===== config.mk =====
export PLATFORM = sky130hd
export DESIGN_NAME = scan_ctrl_flat
export DESIGN_NICKNAME = d
export VERILOG_FILES = /design/src/rtl/scan_ctrl_pkg.sv /design/src/rtl/scan_ctrl_if.sv /design/src/rtl/bcm_hold_timer.sv /design/src/rtl/scan_ctrl.sv /design/src/flat_wrapper.sv
export SDC_FILE = /design/constraint.sdc
export NUM_CORES = 1
export LEC_CHECK = 0
export BUFFER_PORTS_ARGS = -buffer_cell sky130_fd_sc_hd__buf_2
export CAP_MARGIN = 10
export CORE_ASPECT_RATIO = 2
export CORE_UTILIZATION = 48
export DETAILED_ROUTE_END_ITERATION = 8
export PLACE_DENSITY_LB_ADDON = 0.05
export SLEW_MARGIN = 25
export SYNTH_ARGS = -nofsm -noshare
export SYNTH_HDL_FRONTEND = slang
export SYNTH_HIERARCHICAL = 1
export SYNTH_SLANG_ARGS = --single-unit

===== constraint.sdc =====
create_clock -name clk -period 4.9 [get_ports clk]
set_input_delay 0.98 -clock clk [delete_from_list [all_inputs] [get_ports clk]]
set_output_delay 0.98 -clock clk [all_outputs]
set_load 0.005 [all_outputs]

===== src/rtl/scan_ctrl_pkg.sv =====
// Shared constants for the LED matrix scan controller.
// Holds default geometry, BCM timing base, FSM encoding, framebuffer word layout
// and a helper that picks one bit plane out of three colour nibbles.
package scan_ctrl_pkg;

  localparam int DEF_COLS      = 64;
  localparam int DEF_ROWS      = 32;
  localparam int DEF_PLANES    = 4;
  localparam int DEF_HOLD_BASE = 64;

  localparam int COL_W   = 6;
  localparam int ROW_W   = 5;
  localparam int PLANE_W = 2;
  localparam int HOLD_W  = 16;
  localparam int ADDR_W  = 1 + ROW_W + COL_W;   // {bank, row, col}
  localparam int DATA_W  = 24;
  localparam int BPC     = 4;                   // bits per colour channel

  // mem_data = {r1, g1, b1, r2, g2, b2}
  localparam int R1_OFS = 20;
  localparam int G1_OFS = 16;
  localparam int B1_OFS = 12;
  localparam int R2_OFS = 8;
  localparam int G2_OFS = 4;
  localparam int B2_OFS = 0;

  typedef enum logic [1:0] {
    IDLE     = 2'd0,
    PREFETCH = 2'd1,
    SHIFT    = 2'd2,
    HOLD     = 2'd3
  } state_t;

  function automatic logic [2:0] plane_bits(input logic [BPC-1:0] r,
                                            input logic [BPC-1:0] g,
                                            input logic [BPC-1:0] b,
                                            input logic [PLANE_W-1:0] p);
    return {r[p], g[p], b[p]};
  endfunction

endpackage


===== src/rtl/scan_ctrl_if.sv =====
// Bundle of the scan controller's control, framebuffer and panel-drive signals.
// master: controller side (drives swap_ack, mem_addr, col, row_addr, rgb1/2, frame_start).
// slave : environment side (drives en, swap_req, mem_data).
interface scan_ctrl_if
  import scan_ctrl_pkg::*;
();
  logic              en;
  logic              swap_req;
  logic              swap_ack;
  logic [ADDR_W-1:0] mem_addr;
  logic [DATA_W-1:0] mem_data;
  logic [COL_W-1:0]  col;
  logic [ROW_W-1:0]  row_addr;
  logic [2:0]        rgb1;
  logic [2:0]        rgb2;
  logic              frame_start;

  modport master (
    input  en, swap_req, mem_data,
    output swap_ack, mem_addr, col, row_addr, rgb1, rgb2, frame_start
  );

  modport slave (
    output en, swap_req, mem_data,
    input  swap_ack, mem_addr, col, row_addr, rgb1, rgb2, frame_start
  );
endinterface


===== src/rtl/bcm_hold_timer.sv =====
// Binary-code-modulation hold timer: load with the current plane, count down, flag the last cycle.
// Ports: clk, rst (async active-low), load (start a hold), plane (selects HOLD_BASE << plane),
// done (high during the final hold cycle only).
module bcm_hold_timer
  import scan_ctrl_pkg::*;
#(
  parameter int HOLD_BASE = DEF_HOLD_BASE
) (
  input  logic               clk,
  input  logic               rst,
  input  logic               load,
  input  logic [PLANE_W-1:0] plane,
  output logic               done
);

  localparam logic [HOLD_W-1:0] BASE = HOLD_W'(HOLD_BASE);

  logic [HOLD_W-1:0] cnt;
  logic              run;

  // Loaded with length-1 so that done marks the last of (HOLD_BASE << plane) cycles.
  always_ff @(posedge clk or negedge rst) begin
    if (!rst) begin
      cnt <= '0;
      run <= 1'b0;
    end else if (load) begin
      cnt <= (BASE << plane) - 1'b1;
      run <= 1'b1;
    end else if (run) begin
      if (cnt == '0) begin
        run <= 1'b0;
      end else begin
        cnt <= cnt - 1'b1;
      end
    end
  end

  assign done = run && (cnt == '0);

endmodule


===== src/rtl/scan_ctrl.sv =====
// HUB75-style scan controller: walks rows x BCM planes, shifting one line per pass then holding.
// Ports: clk, rst (async active-low), bus (scan_ctrl_if.master: en/swap handshake,
// framebuffer read port with 1-cycle latency, panel column/row/pixel outputs, frame_start).
module scan_ctrl
  import scan_ctrl_pkg::*;
#(
  parameter int COLS      = DEF_COLS,
  parameter int ROWS      = DEF_ROWS,
  parameter int PLANES    = DEF_PLANES,
  parameter int HOLD_BASE = DEF_HOLD_BASE
) (
  input logic        clk,
  input logic        rst,
  scan_ctrl_if.master bus
);

  localparam logic [COL_W-1:0]   COL_LAST   = COL_W'(COLS - 1);
  localparam logic [ROW_W-1:0]   ROW_LAST   = ROW_W'(ROWS - 1);
  localparam logic [PLANE_W-1:0] PLANE_LAST = PLANE_W'(PLANES - 1);

  state_t             state, state_nxt;
  logic [COL_W-1:0]   col_cnt, col_inc;
  logic [ROW_W-1:0]   row, row_nxt;
  logic [PLANE_W-1:0] plane, plane_nxt;
  logic               bank;
  logic               hold_load, hold_done, hold_last;
  logic               last_col, last_plane, last_row, frame_end, swap_now;
  logic [ADDR_W-1:0]  addr_c;

  bcm_hold_timer #(.HOLD_BASE(HOLD_BASE)) u_hold (
    .clk   (clk),
    .rst   (rst),
    .load  (hold_load),
    .plane (plane),
    .done  (hold_done)
  );

  assign last_col   = (col_cnt == COL_LAST);
  assign last_plane = (plane == PLANE_LAST);
  assign last_row   = (row == ROW_LAST);
  assign frame_end  = last_row && last_plane;
  assign hold_last  = (state == HOLD) && hold_done;
  // Bank flips only at the very end of a frame so a frame is never torn.
  assign swap_now   = hold_last && frame_end && bus.swap_req;

  assign col_inc   = last_col ? '0 : col_cnt + 1'b1;
  assign plane_nxt = last_plane ? '0 : plane + 1'b1;
  assign row_nxt   = !last_plane ? row : (last_row ? '0 : row + 1'b1);

  always_ff @(posedge clk or negedge rst) begin
    if (!rst) begin
      state <= IDLE;
    end else begin
      state <= state_nxt;
    end
  end

  always_comb begin
    state_nxt = state;
    hold_load = 1'b0;
    case (state)
      IDLE:     if (bus.en) state_nxt = PREFETCH;
      PREFETCH: state_nxt = SHIFT;
      SHIFT: begin
        if (last_col) begin
          state_nxt = HOLD;
          hold_load = 1'b1;
        end
      end
      HOLD: begin
        // en is only honoured at the frame wrap; mid-frame it is ignored.
        if (hold_done) state_nxt = (frame_end && !bus.en) ? IDLE : SHIFT;
      end
      default:  state_nxt = IDLE;
    endcase
  end

  // row/plane advance at the end of each hold so the next pass (and row_addr)
  // switch together at its first SHIFT cycle.
  always_ff @(posedge clk or negedge rst) begin
    if (!rst) begin
      col_cnt <= '0;
      row     <= '0;
      plane   <= '0;
      bank    <= 1'b0;
    end else begin
      if (state == SHIFT) col_cnt <= col_inc;
      if (hold_last) begin
        row   <= row_nxt;
        plane <= plane_nxt;
      end
      if (swap_now) bank <= ~bank;
    end
  end

  // Read address runs one column ahead of col to absorb the memory latency.
  always_comb begin
    addr_c = '0;
    case (state)
      PREFETCH: addr_c = {bank, row, {COL_W{1'b0}}};
      SHIFT:    addr_c = {bank, row, col_inc};
      HOLD: begin
        if (hold_done) addr_c = {bank ^ swap_now, row_nxt, {COL_W{1'b0}}};
        else           addr_c = {bank, row, {COL_W{1'b0}}};
      end
      default:  addr_c = '0;
    endcase
  end

  assign bus.mem_addr    = addr_c;
  assign bus.row_addr    = row;
  assign bus.swap_ack    = swap_now;
  // Column code 1 during hold keeps the latch/OE stage enabled.
  assign bus.col         = (state == SHIFT) ? col_cnt :
                           (state == HOLD)  ? COL_W'(1) : '0;
  assign bus.frame_start = (state == SHIFT) && (col_cnt == '0) && (row == '0) && (plane == '0);
  assign bus.rgb1        = (state == SHIFT) ?
                           plane_bits(bus.mem_data[R1_OFS +: BPC], bus.mem_data[G1_OFS +: BPC],
                                      bus.mem_data[B1_OFS +: BPC], plane) : 3'b000;
  assign bus.rgb2        = (state == SHIFT) ?
                           plane_bits(bus.mem_data[R2_OFS +: BPC], bus.mem_data[G2_OFS +: BPC],
                                      bus.mem_data[B2_OFS +: BPC], plane) : 3'b000;

endmodule


===== src/flat_wrapper.sv =====
// flat-port wrapper written by rule: the top's interface ports become plain ports
module scan_ctrl_flat import scan_ctrl_pkg::*;
#(
  parameter int COLS      = DEF_COLS,
  parameter int ROWS      = DEF_ROWS,
  parameter int PLANES    = DEF_PLANES,
  parameter int HOLD_BASE = DEF_HOLD_BASE
)
  (clk, rst, bus_en, bus_swap_req, bus_mem_data, bus_swap_ack, bus_mem_addr, bus_col, bus_row_addr, bus_rgb1, bus_rgb2, bus_frame_start);
  scan_ctrl_if bus_i ();
  input logic clk;
  input logic rst;
  input wire logic [$bits(bus_i.en)-1:0] bus_en;
  input wire logic [$bits(bus_i.swap_req)-1:0] bus_swap_req;
  input wire logic [$bits(bus_i.mem_data)-1:0] bus_mem_data;
  output wire logic [$bits(bus_i.swap_ack)-1:0] bus_swap_ack;
  output wire logic [$bits(bus_i.mem_addr)-1:0] bus_mem_addr;
  output wire logic [$bits(bus_i.col)-1:0] bus_col;
  output wire logic [$bits(bus_i.row_addr)-1:0] bus_row_addr;
  output wire logic [$bits(bus_i.rgb1)-1:0] bus_rgb1;
  output wire logic [$bits(bus_i.rgb2)-1:0] bus_rgb2;
  output wire logic [$bits(bus_i.frame_start)-1:0] bus_frame_start;
  assign bus_i.en = bus_en;
  assign bus_i.swap_req = bus_swap_req;
  assign bus_i.mem_data = bus_mem_data;
  assign bus_swap_ack = bus_i.swap_ack;
  assign bus_mem_addr = bus_i.mem_addr;
  assign bus_col = bus_i.col;
  assign bus_row_addr = bus_i.row_addr;
  assign bus_rgb1 = bus_i.rgb1;
  assign bus_rgb2 = bus_i.rgb2;
  assign bus_frame_start = bus_i.frame_start;
  scan_ctrl #(.COLS(COLS), .ROWS(ROWS), .PLANES(PLANES), .HOLD_BASE(HOLD_BASE)) u_core (.clk(clk), .rst(rst), .bus(bus_i));
endmodule

==> results by group <==
Run status
  – Status: finished, final reports clean

Clocking
  – Setup Buffers After CTS: 0
  – Clock latency on the worst-skew pair: 0.28 ns
  – CTS tree: built
  – Resized Gates After CTS: 0
  – H-tree levels: 2
  – Sink Count: 33
  – Clock-pin slew on the worst setup and hold paths: 0.07 ns
  – CTS root buf: clkbuf_8
  – CTS Hold Buffers Added: 0
  – Total CTS buffers: 5
  – Clock tree buffer depth: 2

Floorplanning
  – Core Box Area: 4382 µm²
  – Initial Util: 50.57%
  – Rows: 34
  – IO Count: 59
  – Die height: 98.09 µm
  – Die Area: 4909 µm²
  – Horiz. Die Dim: 50.05 µm

Synthesis
  – FFs w/ async S/R, synth: 100.0%
  – Synth Register Bits: 33
  – Cell variety after synth: 54
  – Seq/Total Area, Yosys: 37.27%
  – Syn_nets: 271
  – Count of flip-flops with a built-in enable after synthesis: 0
  – Synth Cell Area: 2216 µm²
  – Yosys warning total: 6
  – Synthesized area per cell: 9.429 µm²
  – Ys flop type: dfrtp_1
  – Syn Inst Count: 235

Setup path
  – Buf/Inv on CP: 1
  – CP required: 3.92 ns
  – CP Launch Type: flop
  – Max stage delay on crit path: 0.63 ns
  – Crit-path max FO: 11
  – Top Family by Delay on Critical Path: simple AND/OR/NAND/NOR gates
  – Nature of the critical path endpoint: output pin
  – Crit path DAT: 3.34 ns
  – Crit-path slowest cell: or4b_1
  – CP Class: flop to output pin
  – Critical-path cell list: or4_4 > nor4b_4 > nand2_1 > nor2_1 > nand4_1 > or4b_1 > a21oi_1 > buf_2

Drt
  – Met1 WL: 2.058 mm
  – Drt pass-1 iters: 4
  – DRC: 0
  – Post-DRT Antenna Nets: 0
  – Initial DRC Count: 23
  – DR vias: 1901
  – Via/cell ratio: 5.526
  – Total Wirelength: 5.238 mm
  – WL met2: 2.950 mm
  – Uppermost layer routed: met4
  – Met3 WL post-DR: 110 µm
  – Wirelength per Cell: 15.23 µm

STA
  – Slew margin rel.: 49.65%
  – Setup ws final: 0.5823 ns
  – Max Slew Vio Count: 0
  – Post-route minimum period: 4.318 ns
  – Peak Freq: 0.2316 GHz
  – Sum Neg Setup Slack: 0 ns
  – Worst Clk Skew: 0.007378 ns
  – Period Utilization, post-route: 88.12%
  – Fin. Hold Viols: 0
  – Worst Max-Slew Pin Slew: 0.7553 ns
  – # setup viols final: 0
  – RSZ-0062 raised after global routing: false

Layout
  – Antenna Cells: 0
  – Share of cells above drive strength 1: 30.00%
  – Final core occ: 59.71%
  – P&R area growth vs syn: 18.07%
  – FILL cells: 410
  – Final Net Count: 325
  – Final instance area: 2616 µm²

Power and ir drop
  – Overall power: 497.6 µW
  – Pwr/cell area: 190.2 nW/µm²
  – Leak: 0.001293 µW
  – Worst VDD drop: 0.0001705 V

Placed design
  – Placement Setup Slack: 0.9261 ns
  – Post-DP HPWL: 3.992 mm
  – Dpl cell area: 2530 µm²
  – IO buf count: 58
  – GPL Wtd Cong: 0.7963

GRT
  – GR Overflow Total: 0
  – GRT Util Overall: 23.69%
  – Number of global-route vias before repair: 1945
  – Antenna violations before repair: 0
  – Largest net degree at the start of global routing: 34
  – Global-route wire length before repair: 8.811 mm

Worst hold path
  – Hold Crit Class: flop to flop

Job
  – MaxCap Viol Count: 0
## synthesized netlist by cell type (all sizes together) (2+ instances only)
| library cell | count | share of area [%] |
|---|---|---|
| nor2 | 27 | 4.6 |
| o211ai | 3 | 1.0 |
| xor2 | 4 | 1.6 |
| and2 | 10 | 2.8 |
| mux2 | 3 | 1.5 |
| clkbuf | 9 | 1.5 |
| nand3b | 2 | 0.68 |
| nand4 | 4 | 1.1 |
| o41ai | 2 | 0.79 |
| a2111oi | 2 | 1.4 |
| buf | 3 | 0.79 |
| a21oi | 9 | 2.2 |
| or2 | 2 | 0.56 |
| o311ai | 2 | 0.79 |
| a21o | 5 | 1.8 |
| inv | 13 | 2.2 |
| xnor2 | 13 | 5.1 |
| o21ai | 8 | 1.8 |
| or4 | 3 | 1.4 |
| or3 | 5 | 1.4 |
| mux4 | 6 | 6.1 |
| nor3 | 5 | 1.6 |
| a211oi | 3 | 1.0 |
| nor2b | 3 | 0.85 |
| nand2 | 17 | 2.9 |
| nand3 | 9 | 2.0 |
| nor4b | 2 | 1.5 |
| nand2b | 2 | 0.56 |
| dfrtp | 33 | 37 |
| ha | 8 | 4.5 |
## cells in the final DEF (no fill, tap or decap), types with 2 or more instances in the layout
master      n
a2111oi_2   2
a211oi_1    3
a21o_1      4
a21oi_1     8
and2_1     10
buf_2      58
clkbuf_8    5
clkinv_2    2
dfrtp_1    33
ha_1        8
inv_1      13
mux2_2      3
mux4_2      6
nand2_1    17
nand2b_1    2
nand3_1     9
nand3b_1    2
nand4_1     4
nor2_1     27
nor2b_1     3
nor3_1      4
o211ai_1    3
o21ai_0     8
o311ai_0    2
o41ai_1     2
or2_2       2
or3_1       5
or4_4       2
xnor2_1    13
xor2_1      4
## metrics by stage
| stage | std cells | hold slack [ns] |
|---|---|---|
| after global placement | 336 | 0.4896 |
| after CTS | 344 | 0.5050 |
| after global routing | 344 | 0.5292 |
| final | 344 | 0.4997 |
| after detailed placement | 336 | 0.4852 |
| after floorplan | 235 | 0.4564 |
## state kept, by name, summed over array words and instances, names as in the netlist
signal / count
u_core/u_hold/run: 1
u_core/bus.row_addr: 5
u_core/bank: 1
u_core/u_hold/cnt: 16
u_core/state: 2
u_core/col_cnt: 6
u_core/plane: 2
## cells by family after synthesis
| family | synth area share, % |
|---|---|
| AOI/OAI and AO/OA | 13.61 |
| xor gates and xnor gates | 6.719 |
| adders and majority gates | 4.517 |
| buffers and inverters | 4.687 |
| DFF | 37.27 |
| muxes | 8.074 |
| and+or+nand+nor | 25.13 |
## final cells by class
type                    count  area (µm²)  share of cell area (%)
flip-flops and latches     33       825.8                   31.56
inverters                  14       52.55                   2.009
well taps                  54       67.56                   2.582
multi-input cells         176        1286                   49.16
clock inverters             3       17.52                  0.6695
clock buffers               5       68.82                   2.630
repair buffers             59       297.8                   11.38
## path summary, 6_finish.rpt
kind                                       from                     to  slack [ns]  cells past startpoint
min reg2reg                         u_core/bank            u_core/bank        0.50                      1
max in group asynchronous                   rst        u_core/state[0]        3.65                      1
max                        u_core/u_hold/cnt[9]        bus_mem_addr[8]        0.58                      8
min                                 u_core/bank            u_core/bank        0.50                      1
min in group asynchronous                   rst   u_core/u_hold/cnt[3]        0.76                      1
max reg2reg                   u_core/col_cnt[0]  u_core/u_hold/cnt[14]        1.65                     11
## routing by layer
metal	up-vias	GRT usage [%]
li1	947	-
met1	907	24.30
met2	37	43.79
met3	10	4.206
met4	0	11.43
met5	-	0
## where the power goes
group          switching (µW)  internal, µW
Combinational            10.4          13.5
Clock                     103          98.0
Sequential                  0           272
Total                     114           384
(Power assumes the default switching activity.)
